**src/rtl/me_search_ctrl_if.sv**
```systemverilog
// rtl/me_search_ctrl_if.sv - control/result bundle of me_search_ctrl; abort present when ME_SEARCH_CTRL_ABORT_EN is defined
interface me_search_ctrl_if #(
    parameter int NUM_PE = 16
);
    logic              start;
`ifdef ME_SEARCH_CTRL_ABORT_EN
    logic              abort;
`endif
    logic              busy;
    logic              done;
    logic              compstart;
    logic [NUM_PE-1:0] pe_clear;
    logic [NUM_PE-1:0] pe_accum;
    logic [NUM_PE-1:0] peready;
    logic [3:0]        vectorx;
    logic [3:0]        vectory;
    logic [7:0]        addr_r;
    logic [8:0]        addr_s;

`ifdef ME_SEARCH_CTRL_ABORT_EN
    modport master (
        output start, abort,
        input  busy, done, compstart, pe_clear, pe_accum, peready,
               vectorx, vectory, addr_r, addr_s
    );
    modport slave (
        input  start, abort,
        output busy, done, compstart, pe_clear, pe_accum, peready,
               vectorx, vectory, addr_r, addr_s
    );
`else
    modport master (
        output start,
        input  busy, done, compstart, pe_clear, pe_accum, peready,
               vectorx, vectory, addr_r, addr_s
    );
    modport slave (
        input  start,
        output busy, done, compstart, pe_clear, pe_accum, peready,
               vectorx, vectory, addr_r, addr_s
    );
`endif
endinterface

```
**src/rtl/me_search_ctrl.sv**
```systemverilog
// rtl/me_search_ctrl.sv - full-search motion estimation sequencer; optional abort input via ME_SEARCH_CTRL_ABORT_EN
module me_search_ctrl #(
    parameter int NUM_PE   = 16,
    parameter int NUM_PASS = 16
) (
    input  logic           clock,
    input  logic           reset_n,
    me_search_ctrl_if.slave bus
);
    typedef enum logic [1:0] {IDLE, RUN, DONE} state_t;

    localparam logic [8:0] T_LAST    = 9'(NUM_PE + 255);
    localparam logic [3:0] LAST_PASS = 4'(NUM_PASS - 1);

    state_t      state, state_n;
    logic [8:0]  t, t_n;
    logic [3:0]  pass, pass_n;
    logic        abort_req;

`ifdef ME_SEARCH_CTRL_ABORT_EN
    assign abort_req = bus.abort;
`else
    assign abort_req = 1'b0;
`endif

    always_ff @(posedge clock) begin
        if (!reset_n) begin
            state <= IDLE;
            t     <= '0;
            pass  <= '0;
        end else begin
            state <= state_n;
            t     <= t_n;
            pass  <= pass_n;
        end
    end

    always_comb begin
        state_n = state;
        t_n     = t;
        pass_n  = pass;
        case (state)
            IDLE: begin
                if (bus.start && !abort_req) begin
                    state_n = RUN;
                    t_n     = '0;
                    pass_n  = '0;
                end
            end
            RUN: begin
                if (abort_req) begin
                    state_n = IDLE;
                    t_n     = '0;
                    pass_n  = '0;
                end else if (t == T_LAST) begin
                    if (pass == LAST_PASS) begin
                        state_n = DONE;
                    end else begin
                        pass_n = pass + 4'd1;
                        t_n    = '0;
                    end
                end else begin
                    t_n = t + 9'd1;
                end
            end
            DONE:    state_n = IDLE;
            default: state_n = IDLE;
        endcase
    end

    // Outputs are decoded from the next state so the registered copy lines up with the current t/pass.
    logic              busy_n, done_n, compstart_n;
    logic [NUM_PE-1:0] clear_n, accum_n, ready_n;
    logic [3:0]        vectorx_n, vectory_n;
    logic [7:0]        addr_r_n;
    logic [8:0]        addr_s_n;
    logic [9:0]        te;

    always_comb begin
        busy_n      = 1'b0;
        done_n      = (state_n == DONE);
        compstart_n = 1'b0;
        clear_n     = '0;
        accum_n     = '0;
        ready_n     = '0;
        vectorx_n   = '0;
        vectory_n   = '0;
        addr_r_n    = '0;
        addr_s_n    = '0;
        te          = {1'b0, t_n};
        if (state_n == RUN) begin
            busy_n      = 1'b1;
            compstart_n = 1'b1;
            vectory_n   = pass_n;
            for (int i = 0; i < NUM_PE; i++) begin
                accum_n[i] = (te >= 10'(i)) && (te <= 10'(i) + 10'd255);
                clear_n[i] = (te == 10'(i));
                ready_n[i] = (te == 10'(i) + 10'd256);
            end
            if (t_n >= 9'd256) begin
                // Drain: addresses hold their t=255 values while the last PEs finish.
                vectorx_n = t_n[3:0];
                addr_r_n  = 8'hFF;
                addr_s_n  = {{1'b0, pass_n} + 5'd15, 4'hF};
            end else begin
                addr_r_n  = t_n[7:0];
                addr_s_n  = {{1'b0, t_n[7:4]} + {1'b0, pass_n}, t_n[3:0]};
            end
        end
    end

    always_ff @(posedge clock) begin
        if (!reset_n) begin
            bus.busy      <= 1'b0;
            bus.done      <= 1'b0;
            bus.compstart <= 1'b0;
            bus.pe_clear  <= '0;
            bus.pe_accum  <= '0;
            bus.peready   <= '0;
            bus.vectorx   <= '0;
            bus.vectory   <= '0;
            bus.addr_r    <= '0;
            bus.addr_s    <= '0;
        end else begin
            bus.busy      <= busy_n;
            bus.done      <= done_n;
            bus.compstart <= compstart_n;
            bus.pe_clear  <= clear_n;
            bus.pe_accum  <= accum_n;
            bus.peready   <= ready_n;
            bus.vectorx   <= vectorx_n;
            bus.vectory   <= vectory_n;
            bus.addr_r    <= addr_r_n;
            bus.addr_s    <= addr_s_n;
        end
    end
endmodule

```
**src/flat_wrapper.sv**
```systemverilog
// flat-port wrapper written by rule: the top's interface ports become plain ports
module me_search_ctrl_flat 
#(
    parameter int NUM_PE   = 16,
    parameter int NUM_PASS = 16
)
  (clock, reset_n, bus_start, bus_busy, bus_done, bus_compstart, bus_pe_clear, bus_pe_accum, bus_peready, bus_vectorx, bus_vectory, bus_addr_r, bus_addr_s);
  me_search_ctrl_if #(.NUM_PE(NUM_PE)) bus_i ();
  input  logic clock;
  input  logic reset_n;
  input wire logic [$bits(bus_i.start)-1:0] bus_start;
  output wire logic [$bits(bus_i.busy)-1:0] bus_busy;
  output wire logic [$bits(bus_i.done)-1:0] bus_done;
  output wire logic [$bits(bus_i.compstart)-1:0] bus_compstart;
  output wire logic [$bits(bus_i.pe_clear)-1:0] bus_pe_clear;
  output wire logic [$bits(bus_i.pe_accum)-1:0] bus_pe_accum;
  output wire logic [$bits(bus_i.peready)-1:0] bus_peready;
  output wire logic [$bits(bus_i.vectorx)-1:0] bus_vectorx;
  output wire logic [$bits(bus_i.vectory)-1:0] bus_vectory;
  output wire logic [$bits(bus_i.addr_r)-1:0] bus_addr_r;
  output wire logic [$bits(bus_i.addr_s)-1:0] bus_addr_s;
  assign bus_i.start = bus_start;
  assign bus_busy = bus_i.busy;
  assign bus_done = bus_i.done;
  assign bus_compstart = bus_i.compstart;
  assign bus_pe_clear = bus_i.pe_clear;
  assign bus_pe_accum = bus_i.pe_accum;
  assign bus_peready = bus_i.peready;
  assign bus_vectorx = bus_i.vectorx;
  assign bus_vectory = bus_i.vectory;
  assign bus_addr_r = bus_i.addr_r;
  assign bus_addr_s = bus_i.addr_s;
  me_search_ctrl #(.NUM_PE(NUM_PE), .NUM_PASS(NUM_PASS)) u_core (.clock(clock), .reset_n(reset_n), .bus(bus_i));
endmodule
```
**config.mk**
```make
export PLATFORM = sky130hd
export DESIGN_NAME = me_search_ctrl_flat
export DESIGN_NICKNAME = d
export VERILOG_FILES = /design/src/rtl/me_search_ctrl_if.sv /design/src/rtl/me_search_ctrl.sv /design/src/flat_wrapper.sv
export SDC_FILE = /design/constraint.sdc
export NUM_CORES = 1
export LEC_CHECK = 0
export BUFFER_PORTS_ARGS = -buffer_cell sky130_fd_sc_hd__buf_2
export CORE_MARGIN = 2
export CORE_UTILIZATION = 25
export DETAILED_ROUTE_END_ITERATION = 6
export GPL_TIMING_DRIVEN = 0
export SYNTH_ARGS = -nofsm -noshare
export SYNTH_HDL_FRONTEND = slang
export SYNTH_SLANG_ARGS = --single-unit
```
**constraint.sdc**
```tcl
create_clock -name clock -period 5.5 [get_ports clock]
set_input_delay 1.1 -clock clock [delete_from_list [all_inputs] [get_ports clock]]
set_output_delay 1.1 -clock clock [all_outputs]
set_load 0.005 [all_outputs]
```
==> flow_metrics.py, run 1 <==
metrics = {
    "cts": {
        "clockBufferDepth": 2,
        "clock-root-buffer": "clkbuf_16",
        "htreeDepth": 3,
        "ctsResizeCount": 0,
        "cts.sinks": 86,
        "cts_buffers": 9,
        "postCtsSetupRepairBufs": 0,
        "clkTransAtPathRegs_ps": 60,
        "cts_tree": "yes",
        "hold_buffers": 0,
        "clk_latency_ps": 340,
    },
    "pwr": {
        "internal_power_mw": 1.06,
        "swShare": 0.218,
        "switching_power_uw": 296,
        "powerDensity_nw_per_um2": 312,
        "p_seq_frac": 0.465,
        "power_mw": 1.36,
        "pwr-share-clk": 0.487,
        "ir_worst_vdd_uv": 144,
        "p_leak_nw": 1.95,
        "p_comb_frac": 0.047,
    },
    "global_routing": {
        "grtUsageMet2": 0.211,
        "grt_pass1_wl_um": 14600,
        "grt.overflow.total": 0,
        "grtUsageMet3": 0.0335,
        "grt_pass1_vias": 2835,
        "busiest_layer": "met2",
        "track_usage": 0.129,
        "grt_start_max_net_pins": 16,
        "use_met1": 0.163,
        "grt_antenna_before_repair": 0,
    },
    "logic_synthesis": {
        "avgSynthCellArea_um2": 9.60,
        "synth_ff_type": "dfxtp_1",
        "synth-compound-area-share": 0.130,
        "netlist_area_um2": 3410,
        "yosys-top-cells-area": "dfxtp_1 50%, and2_1 4.2%, nand2_1 3.1%",
        "yosysSeqAreaShare": 0.505,
        "synth_edf_count": 0,
        "synth_xor_area_frac": 0.0103,
        "synth_top_cell_by_area": "dfxtp_1",
        "ys_seq_elements": 86,
        "syn-num-nets": 365,
        "synth_fa_ha_area_frac": 0.0279,
        "postSynthCellCount": 355,
        "synth.mux.area_fraction": 0.0235,
        "yosysWarningCount": 0,
        "yosys.area_share.simple": 0.255,
        "synth_top_family_by_area": "simple AND/OR/NAND/NOR gates",
        "synthArstFlopShare": 0,
        "synthDistinctLibCells": 59,
        "yosysTopAreaCellShare": 0.505,
    },
    "die": {
        "std_cell_rows": 42,
        "fp.dieW_um": 121,
        "die_h_um": 121,
        "start_util": 0.256,
        "ioPinCount": 79,
        "core_um2": 13300,
        "dieArea_um2": 14600,
    },
    "critical_path": {
        "critical_path_arrival_ps": 3520,
        "regToRegSetupSlack_ps": 2190,
        "cp_max_fo": 10,
        "cp-endpoint": "u_core.bus.addr_s[8]",
        "r2r_cells": 12,
        "cp_data_required_time_ps": 5710,
        "path_class": "reg2reg",
        "endpoint_kind": "flip-flop",
        "cp-start-kind": "flip-flop",
        "regToRegEndpoint": "u_core.bus.addr_s[8]",
        "r2r-start": "u_core.t[1]",
        "crit_start": "u_core.t[1]",
    },
    "outcome": {
        "status": "finished, final reports clean",
    },
    "timing": {
        "rsz0062_at_grt": "no",
        "maxSlewViolCount": 0,
        "finalCritPeriodShare": 0.602,
        "worstMarginPinSlew_ps": 945,
        "max_slew_margin": 0.370,
        "skew_ps": 7.10,
        "final.setup.tns_ps": 0,
        "period_minus_slack_ps": 3310,
        "finalSetupViolations": 0,
        "clock.fmax_mhz": 302,
        "finalHoldViolCount": 0,
    },
    "placed_design": {
        "dpl_cell_area_um2": 4020,
        "dp_hpwl_um": 6720,
        "port_buffers": 78,
        "place_congestion": 0.867,
    },
    "layout": {
        "drive_above_1_share": 0.281,
        "diodes": 0,
        "fin_nets": 454,
        "syn2layout_area_growth_pct": 27.6,
        "fin_area_um2": 4350,
    },
    "drt": {
        "num_vias": 2952,
        "postRouteAntennaNets": 0,
        "routed_wl_um": 9200,
        "drt-vias-per-instance": 4.72,
        "drtIter0Drc": 209,
        "drc": 0,
        "firstDrtPassIters": 4,
        "avgRoutedWirePerCell_um": 14.7,
    },
    "run": {
        "maxCapViolCount": 0,
    },
    "worst_hold_path": {
        "hold_path_class": "reg2reg",
    },
}
[routing by layer]
metal  share of wire  vias up
li1                -     1444
met1            0.46     1401
met2            0.47       95
met3           0.060       12
met4           0.015        0
met5               0        -
[cells in the mapped netlist, types with 4 or more instances]
library cell,instances
a21oi_1,20
buf_4,6
nor2_1,28
dfxtp_1,86
nor3_1,13
o21ai_1,6
clkbuf_1,9
nor4_1,15
nand4_1,12
nor2b_1,4
o31ai_1,6
nand3_1,5
and3_1,4
and2_1,23
nand2_1,28
ha_1,6
nand2b_1,4
mux2i_1,8
buf_2,10
inv_1,5
o21ai_0,7
[worst max-delay path, stage by stage (launching register included)]
cell and delay (ps):
dfxtp_1 390, ha_1 320, and3_1 270, a41oi_1 220, a21oi_1 230, a31o_2 240
buf_1 350, nand2_1 100, ha_1 250, fa_1 410, a21o_1 190, a21oi_1 140
nor2_1 50
[per-stage QoR]
stage / utilization / hold slack, ps / cells / setup slack, ps
2_1_floorplan: - / 566 / 355 / 2570
3_3_place_gp: 0.302 / 599 / 609 / 2160
3_5_place_dp: 0.302 / 621 / 609 / 2160
4_1_cts: 0.327 / 632 / 625 / 2200
5_1_grt: 0.327 / 665 / 625 / 1880
6_report: 0.327 / 620 / 625 / 2190
[worst min path at each step]
stage                              start                     to  slack [ps]  depth (start not counted)
final                     u_core.pass[3]  u_core.bus.vectory[3]         620                          2
after CTS                 u_core.pass[3]  u_core.bus.vectory[3]         630                          2
after global routing      u_core.pass[3]  u_core.bus.vectory[3]         660                          2
after detailed placement  u_core.pass[3]  u_core.bus.vectory[3]         620                          2
after global placement    u_core.pass[3]  u_core.bus.vectory[3]         600                          2
after floorplan           u_core.pass[2]  u_core.bus.vectory[2]         570                          2
[cell families (layout without fill, tap and decap cells)]
kind of cell,Yosys count,after routing
AO/OA/AOI/OAI,66,66
XOR/XNOR,4,4
adder cells (fa/ha/maj),7,7
buffers and inverters,32,126
flip-flops,86,86
multiplexers,8,8
AND/OR/NAND/NOR,152,152
[power groups by stage]
stage          logic, mW  clock network [mW]  registers (mW)
6_report          0.0639               0.662           0.632
5_1_grt           0.0698               0.696           0.633
4_1_cts           0.0638               0.674           0.632
3_5_place_dp      0.0634                   0           0.646
3_3_place_gp      0.0625                   0           0.646
2_1_floorplan     0.0402                   0           0.646
[flip-flops by register name, indices dropped and copies added, names as in the netlist]
name / flops
u_core.bus.addr_r: 4
u_core.bus.addr_s: 9
u_core.bus.busy: 1
u_core.bus.done: 1
u_core.bus.pe_accum: 16
u_core.bus.pe_clear: 16
u_core.bus.peready: 16
u_core.bus.vectorx: 4
u_core.bus.vectory: 4
u_core.pass: 4
u_core.state: 2
u_core.t: 9
[cell type report]
cell class / instances / area, um^2
well taps: 176 / 220
fillers: 1374 / 8940
inverters: 5 / 18.8
multi-input cells: 237 / 1530
plain buffers: 27 / 144
repair buffers: 78 / 390
clock inverters: 6 / 91.3
clock buffers: 10 / 239
flip-flops and latches: 86 / 1720
[placed cells by master, fill, tap and decap left out, types with 3 or more instances in the layout]
cell type / count
buf_2: 88
dfxtp_1: 86
nand2_1: 28
nor2_1: 28
and2_1: 23
a21oi_1: 20
nor4_1: 15
nor3_1: 13
nand4_1: 12
clkbuf_1: 9
clkbuf_16: 9
mux2i_1: 8
o21ai_0: 7
buf_4: 6
o21ai_1: 6
o31ai_1: 6
ha_1: 6
nand3_1: 5
inv_1: 5
nand2b_1: 4
and3_1: 4
nor2b_1: 4
a31oi_1: 3
No activity file was read; power rests on OpenSTA's default activity.
==> run 2, diff against run 1 <==
==> constraint.sdc (replaced) <==
create_clock -name clock -period 3.1 [get_ports clock]
set_input_delay 0.62 -clock clock [delete_from_list [all_inputs] [get_ports clock]]
set_output_delay 0.62 -clock clock [all_outputs]
set_load 0.005 [all_outputs]
==> run 2 against run 1 <==
Compared with the run above: global-route usage barely moved; design area increased by 0.55%; clock power increased by 78%; count of clock-buffer cells in the layout did not move; combinational power rose by 78%; routed wire length up 0.47%; first-iteration DRC count fell by 2.4%; sequential cell count stayed put; critical path type unchanged; clock skew up 0.55 ps; via count rose by 0.91%; hold slack lost 5.7 ps; power rose by 78%.
==> flow_metrics.py, run 2 (synthesis results as in run 1) <==
metrics = {
    "layout": {
        "syn2layout_area_growth_pct": 28.3,
        "n_fill_cell": 1369,
        "diodes": 0,
        "reg_top3": "u_core.bus.pe_accum x16, u_core.bus.pe_clear x16, u_core.bus.peready x16",
        "post-route-util": 0.329,
        "stdcell_count": 624,
        "final_common_cell": "buf_2",
        "layout_common_cells": "88 x buf_2, 86 x dfxtp_1, 28 x nand2_1, 28 x nor2_1, 23 x and2_1",
        "fin_area_um2": 4370,
        "drive_above_1_share": 0.290,
        "fin_nets": 453,
    },
    "timing": {
        "fin_ws_ps": 261,
        "final.setup.tns_ps": 0,
        "worstMarginPinSlew_ps": 959,
        "finalCritPeriodShare": 0.916,
        "clock.fmax_mhz": 352,
        "skew_ps": 7.65,
        "finalSetupViolations": 0,
        "finalHoldViolCount": 0,
        "worst_hold_slack_ps": 615,
        "period_minus_slack_ps": 2840,
        "rsz0062_at_grt": "no",
        "maxSlewViolCount": 0,
        "max_slew_margin": 0.361,
    },
    "placed_design": {
        "dp_hpwl_um": 6720,
        "placed_cells": 609,
        "place_congestion": 0.867,
        "dpl_cell_area_um2": 4020,
        "post-place-ws_ps": -169,
        "port_buffers": 78,
    },
    "worst_hold_path": {
        "hold_end": "u_core.bus.done",
        "hold_depth": 2,
        "hp-start": "reset_n",
        "hold_path_class": "in2reg",
    },
    "drt": {
        "drt-vias-per-instance": 4.77,
        "drtIter0Drc": 204,
        "num_vias": 2979,
        "avgRoutedWirePerCell_um": 14.8,
        "routed_wl_um": 9240,
        "drc": 0,
        "postRouteAntennaNets": 0,
        "firstDrtPassIters": 4,
    },
    "pwr": {
        "powerDensity_nw_per_um2": 552,
        "p_leak_nw": 1.95,
        "power_mw": 2.41,
        "ir_worst_vdd_uv": 256,
    },
    "global_routing": {
        "grt.overflow.total": 0,
        "grt_start_max_net_pins": 18,
        "grt_antenna_before_repair": 0,
        "track_usage": 0.128,
        "grt_pass1_wl_um": 14700,
        "grt_pass1_vias": 2823,
    },
    "cts": {
        "clkTransAtPathRegs_ps": 60,
        "clockBufferDepth": 2,
        "cts_tree": "yes",
        "cts.sinks": 86,
        "cts_buffers": 9,
        "clock-root-buffer": "clkbuf_16",
        "htreeDepth": 3,
        "clk_latency_ps": 340,
    },
    "die": {
        "fp.dieW_um": 121,
        "core_um2": 13300,
        "dieArea_um2": 14600,
        "ioPinCount": 79,
        "die_h_um": 121,
        "start_util": 0.256,
        "std_cell_rows": 42,
    },
    "critical_path": {
        "regToRegEndpoint": "u_core.bus.addr_s[8]",
        "critical_path_arrival_ps": 3050,
        "regToRegSetupSlack_ps": 260,
        "cp-start-kind": "flip-flop",
        "cp_max_fo": 17,
        "r2r-start": "u_core.t[5]",
        "endpoint_kind": "flip-flop",
        "path_class": "reg2reg",
        "cp_data_required_time_ps": 3310,
        "r2r_cells": 10,
    },
    "run": {
        "maxCapViolCount": 0,
    },
    "outcome": {
        "status": "finished, final reports clean",
    },
}
run 2: cell count changes in the layout (fill, tap and decap cells not counted), sizes merged:
cell  previous run  this run
buf             96        95
run 2: worst max-delay path by stage:
stage	endpoint	start	cells after the start	slack [ps]
finish	u_core.bus.addr_s[8]	u_core.t[5]	10	260
global placement	u_core.bus.addr_s[8]	u_core.t[0]	12	-170
global route	u_core.bus.addr_s[8]	u_core.t[0]	11	40
CTS	u_core.bus.addr_s[8]	u_core.t[1]	11	30
detailed placement	u_core.bus.addr_s[8]	u_core.t[1]	12	-170
floorplan	u_core.bus.addr_s[8]	u_core.t[1]	12	280
run 2: report_power, final:
group          leakage (nW)  total, mW  internal, mW  switching (mW)
sequential            0.694       1.12          1.12         0.00666
clock                 0.163       1.18         0.733           0.445
combinational          1.09      0.114        0.0376          0.0767
run 2: layout make-up:
type | count | area [um^2] | share of cell area
multi-input combinational | 237 | 1550 | 0.355
sequential | 86 | 1720 | 0.394
buffer | 26 | 140 | 0.0320
tap | 176 | 220 | 0.0503
timing repair buffer | 78 | 390 | 0.0892
inverter | 5 | 18.8 | 0.00429
clock buffer | 10 | 239 | 0.0546
clock inverter | 6 | 91.3 | 0.0209
run 2: worst max-delay path: stages, from the launching register on:
cell      delay [ps]
dfxtp_1          410
nor4_4           490
a41oi_2          240
nand2b_1         170
a31o_4           290
nand2_1           80
ha_1             240
fa_1             410
a21o_1           190
a21oi_1          140
nor2_1            50
run 2: what timing repair did:
item,CTS,global route
endpoints found under the setup margin,3,3
hold buffers,0,0
pin swaps,0,1
gates resized for setup,0,5
setup buffers,0,0
run 2: metal layers:
layer | wire [um] | track usage
met1 | 4080 | 0.163
met2 | 4350 | 0.209
met3 | 671 | 0.0335
met4 | 150 | 0.0458
met5 | 0 | 0
==> run 3, diff against run 2 <==
--- a/config.mk
+++ b/config.mk
@@ -6,10 +6,12 @@
 export NUM_CORES = 1
 export LEC_CHECK = 0
 export BUFFER_PORTS_ARGS = -buffer_cell sky130_fd_sc_hd__buf_2
+export CAP_MARGIN = 30
 export CORE_MARGIN = 2
 export CORE_UTILIZATION = 25
 export DETAILED_ROUTE_END_ITERATION = 6
 export GPL_TIMING_DRIVEN = 0
+export SKIP_CTS_REPAIR_TIMING = 1
 export SYNTH_ARGS = -nofsm -noshare
 export SYNTH_HDL_FRONTEND = slang
 export SYNTH_SLANG_ARGS = --single-unit
==> constraint.sdc (replaced) <==
create_clock -name clock -period 3.3 [get_ports clock]
set_input_delay 0.66 -clock clock [delete_from_list [all_inputs] [get_ports clock]]
set_output_delay 0.66 -clock clock [all_outputs]
set_load 0.005 [all_outputs]
==> run 3 against run 2 <==
Compared with the run above: count of clock-buffer cells in the layout unchanged; non-clock buffer count unchanged; worst setup slack better by 83 ps; clock power down 6%; sequential cell count unchanged; critical endpoint unchanged; design area down 0.43%; first-iteration DRC count down 14%; combinational power down 7%.
==> flow_metrics.py, run 3 (synthesis results as in run 1) <==
metrics = {
    "drt": {
        "postRouteAntennaNets": 0,
        "drc": 0,
        "firstDrtPassIters": 4,
        "routed_wl_um": 9200,
        "drt-vias-per-instance": 4.71,
        "dr_wl_met3_um": 532,
        "wl_met1_um": 4200,
        "wl_met2_um": 4340,
        "avgRoutedWirePerCell_um": 14.7,
        "num_vias": 2942,
        "routed.top_layer": "met4",
        "drtIter0Drc": 176,
    },
    "pwr": {
        "powerDensity_nw_per_um2": 520,
        "power_mw": 2.27,
        "ir_worst_vdd_uv": 241,
        "p_leak_nw": 1.95,
    },
    "layout": {
        "syn2layout_area_growth_pct": 27.7,
        "final_common_cell": "buf_2",
        "diodes": 0,
        "fin_area_um2": 4360,
        "drive_above_1_share": 0.281,
        "reg_top3": "u_core.bus.pe_accum x16, u_core.bus.pe_clear x16, u_core.bus.peready x16",
        "layout_common_cells": "88 x buf_2, 86 x dfxtp_1, 28 x nand2_1, 28 x nor2_1, 23 x and2_1",
        "post-route-util": 0.328,
        "fin_nets": 453,
    },
    "critical_path": {
        "cp_max_fo": 17,
        "endpoint_kind": "flip-flop",
        "path_class": "reg2reg",
        "critical_path_arrival_ps": 3160,
        "regToRegSetupSlack_ps": 340,
        "r2r-start": "u_core.t[1]",
        "r2r_cells": 11,
        "regToRegEndpoint": "u_core.bus.addr_s[8]",
        "cp-start-kind": "flip-flop",
        "crit_start": "u_core.t[1]",
        "cp_data_required_time_ps": 3510,
    },
    "timing": {
        "maxSlewViolCount": 0,
        "period_minus_slack_ps": 2960,
        "finalHoldViolCount": 0,
        "worstMarginPinSlew_ps": 944,
        "finalCritPeriodShare": 0.896,
        "max_slew_margin": 0.371,
        "finalSetupViolations": 0,
        "rsz0062_at_grt": "no",
        "skew_ps": 7.47,
        "clock.fmax_mhz": 338,
    },
    "die": {
        "dieArea_um2": 14600,
        "core_um2": 13300,
        "fp.dieW_um": 121,
        "std_cell_rows": 42,
        "die_h_um": 121,
        "start_util": 0.256,
        "ioPinCount": 79,
    },
    "global_routing": {
        "grt.overflow.total": 0,
        "grt_antenna_before_repair": 0,
        "grt_pass1_vias": 2835,
        "track_usage": 0.129,
        "grt_start_max_net_pins": 16,
        "grt_pass1_wl_um": 14600,
    },
    "outcome": {
        "status": "finished, final reports clean",
    },
    "worst_hold_path": {
        "hp-start": "u_core.pass[3]",
        "hold_path_class": "reg2reg",
        "hold_end": "u_core.bus.vectory[3]",
        "hold_depth": 2,
    },
    "run": {
        "maxCapViolCount": 0,
    },
    "placed_design": {
        "dpl_cell_area_um2": 4020,
        "place_congestion": 0.867,
        "dp_hpwl_um": 6720,
        "port_buffers": 78,
    },
    "cts": {
        "cts.sinks": 86,
        "clock-root-buffer": "clkbuf_16",
        "clkTransAtPathRegs_ps": 70,
        "cts_tree": "yes",
        "htreeDepth": 3,
        "cts_buffers": 9,
        "clk_latency_ps": 340,
        "clockBufferDepth": 2,
    },
}
## run 3: cell counts in the layout (fill, tap and decap cells not counted)
Identical to the previous run, type by type.
## run 3: cell type report
cell class	instances	area, um^2
fillers	1373	8940
flip-flops and latches	86	1720
multi-input cells	237	1530
repair buffers	78	390
clock buffers	10	239
well taps	176	220
plain buffers	26	140
clock inverters	6	91.3
inverters	5	18.8
## run 3: stage by stage
stage	hold WS, ps	std cells	TNS [ps]	setup WS, ps
global placement	599	609	0	31.9
finish	622	624	0	344
floorplan	566	355	0	481
CTS	632	625	-2.67	-2.67
detailed placement	621	609	0	30.9
global route	663	624	0	53.8
## run 3: power by group
group,switching (mW),internal (mW),leakage (nW)
logic,0.0714,0.0349,1.09
registers,0.00617,1.05,0.694
clock network,0.418,0.689,0.163
## run 3: worst max-delay path by stage
stage | end | slack (ps) | cells past startpoint
after global placement | u_core.bus.addr_s[8] | 30 | 12
after floorplan | u_core.bus.addr_s[8] | 480 | 12
after CTS | u_core.bus.addr_s[8] | -3 | 12
after global routing | u_core.bus.addr_s[8] | 50 | 11
after detailed placement | u_core.bus.addr_s[8] | 30 | 12
final | u_core.bus.addr_s[8] | 340 | 11
## run 3: per-layer routing
layer | global-route usage | vias up
met4 | 0.0458 | 0
li1 | - | 1439
met2 | 0.211 | 90
met5 | 0 | -
met1 | 0.163 | 1402
met3 | 0.0335 | 11
## run 3: worst max-delay path, stage by stage (launching register included)
cell	delay, ps
dfxtp_1	390
ha_1	320
and3_1	270
a41oi_1	220
a21oi_1	260
a31o_4	240
nand2_1	80
ha_1	240
fa_1	410
a21o_1	190
a21oi_1	140
nor2_1	50
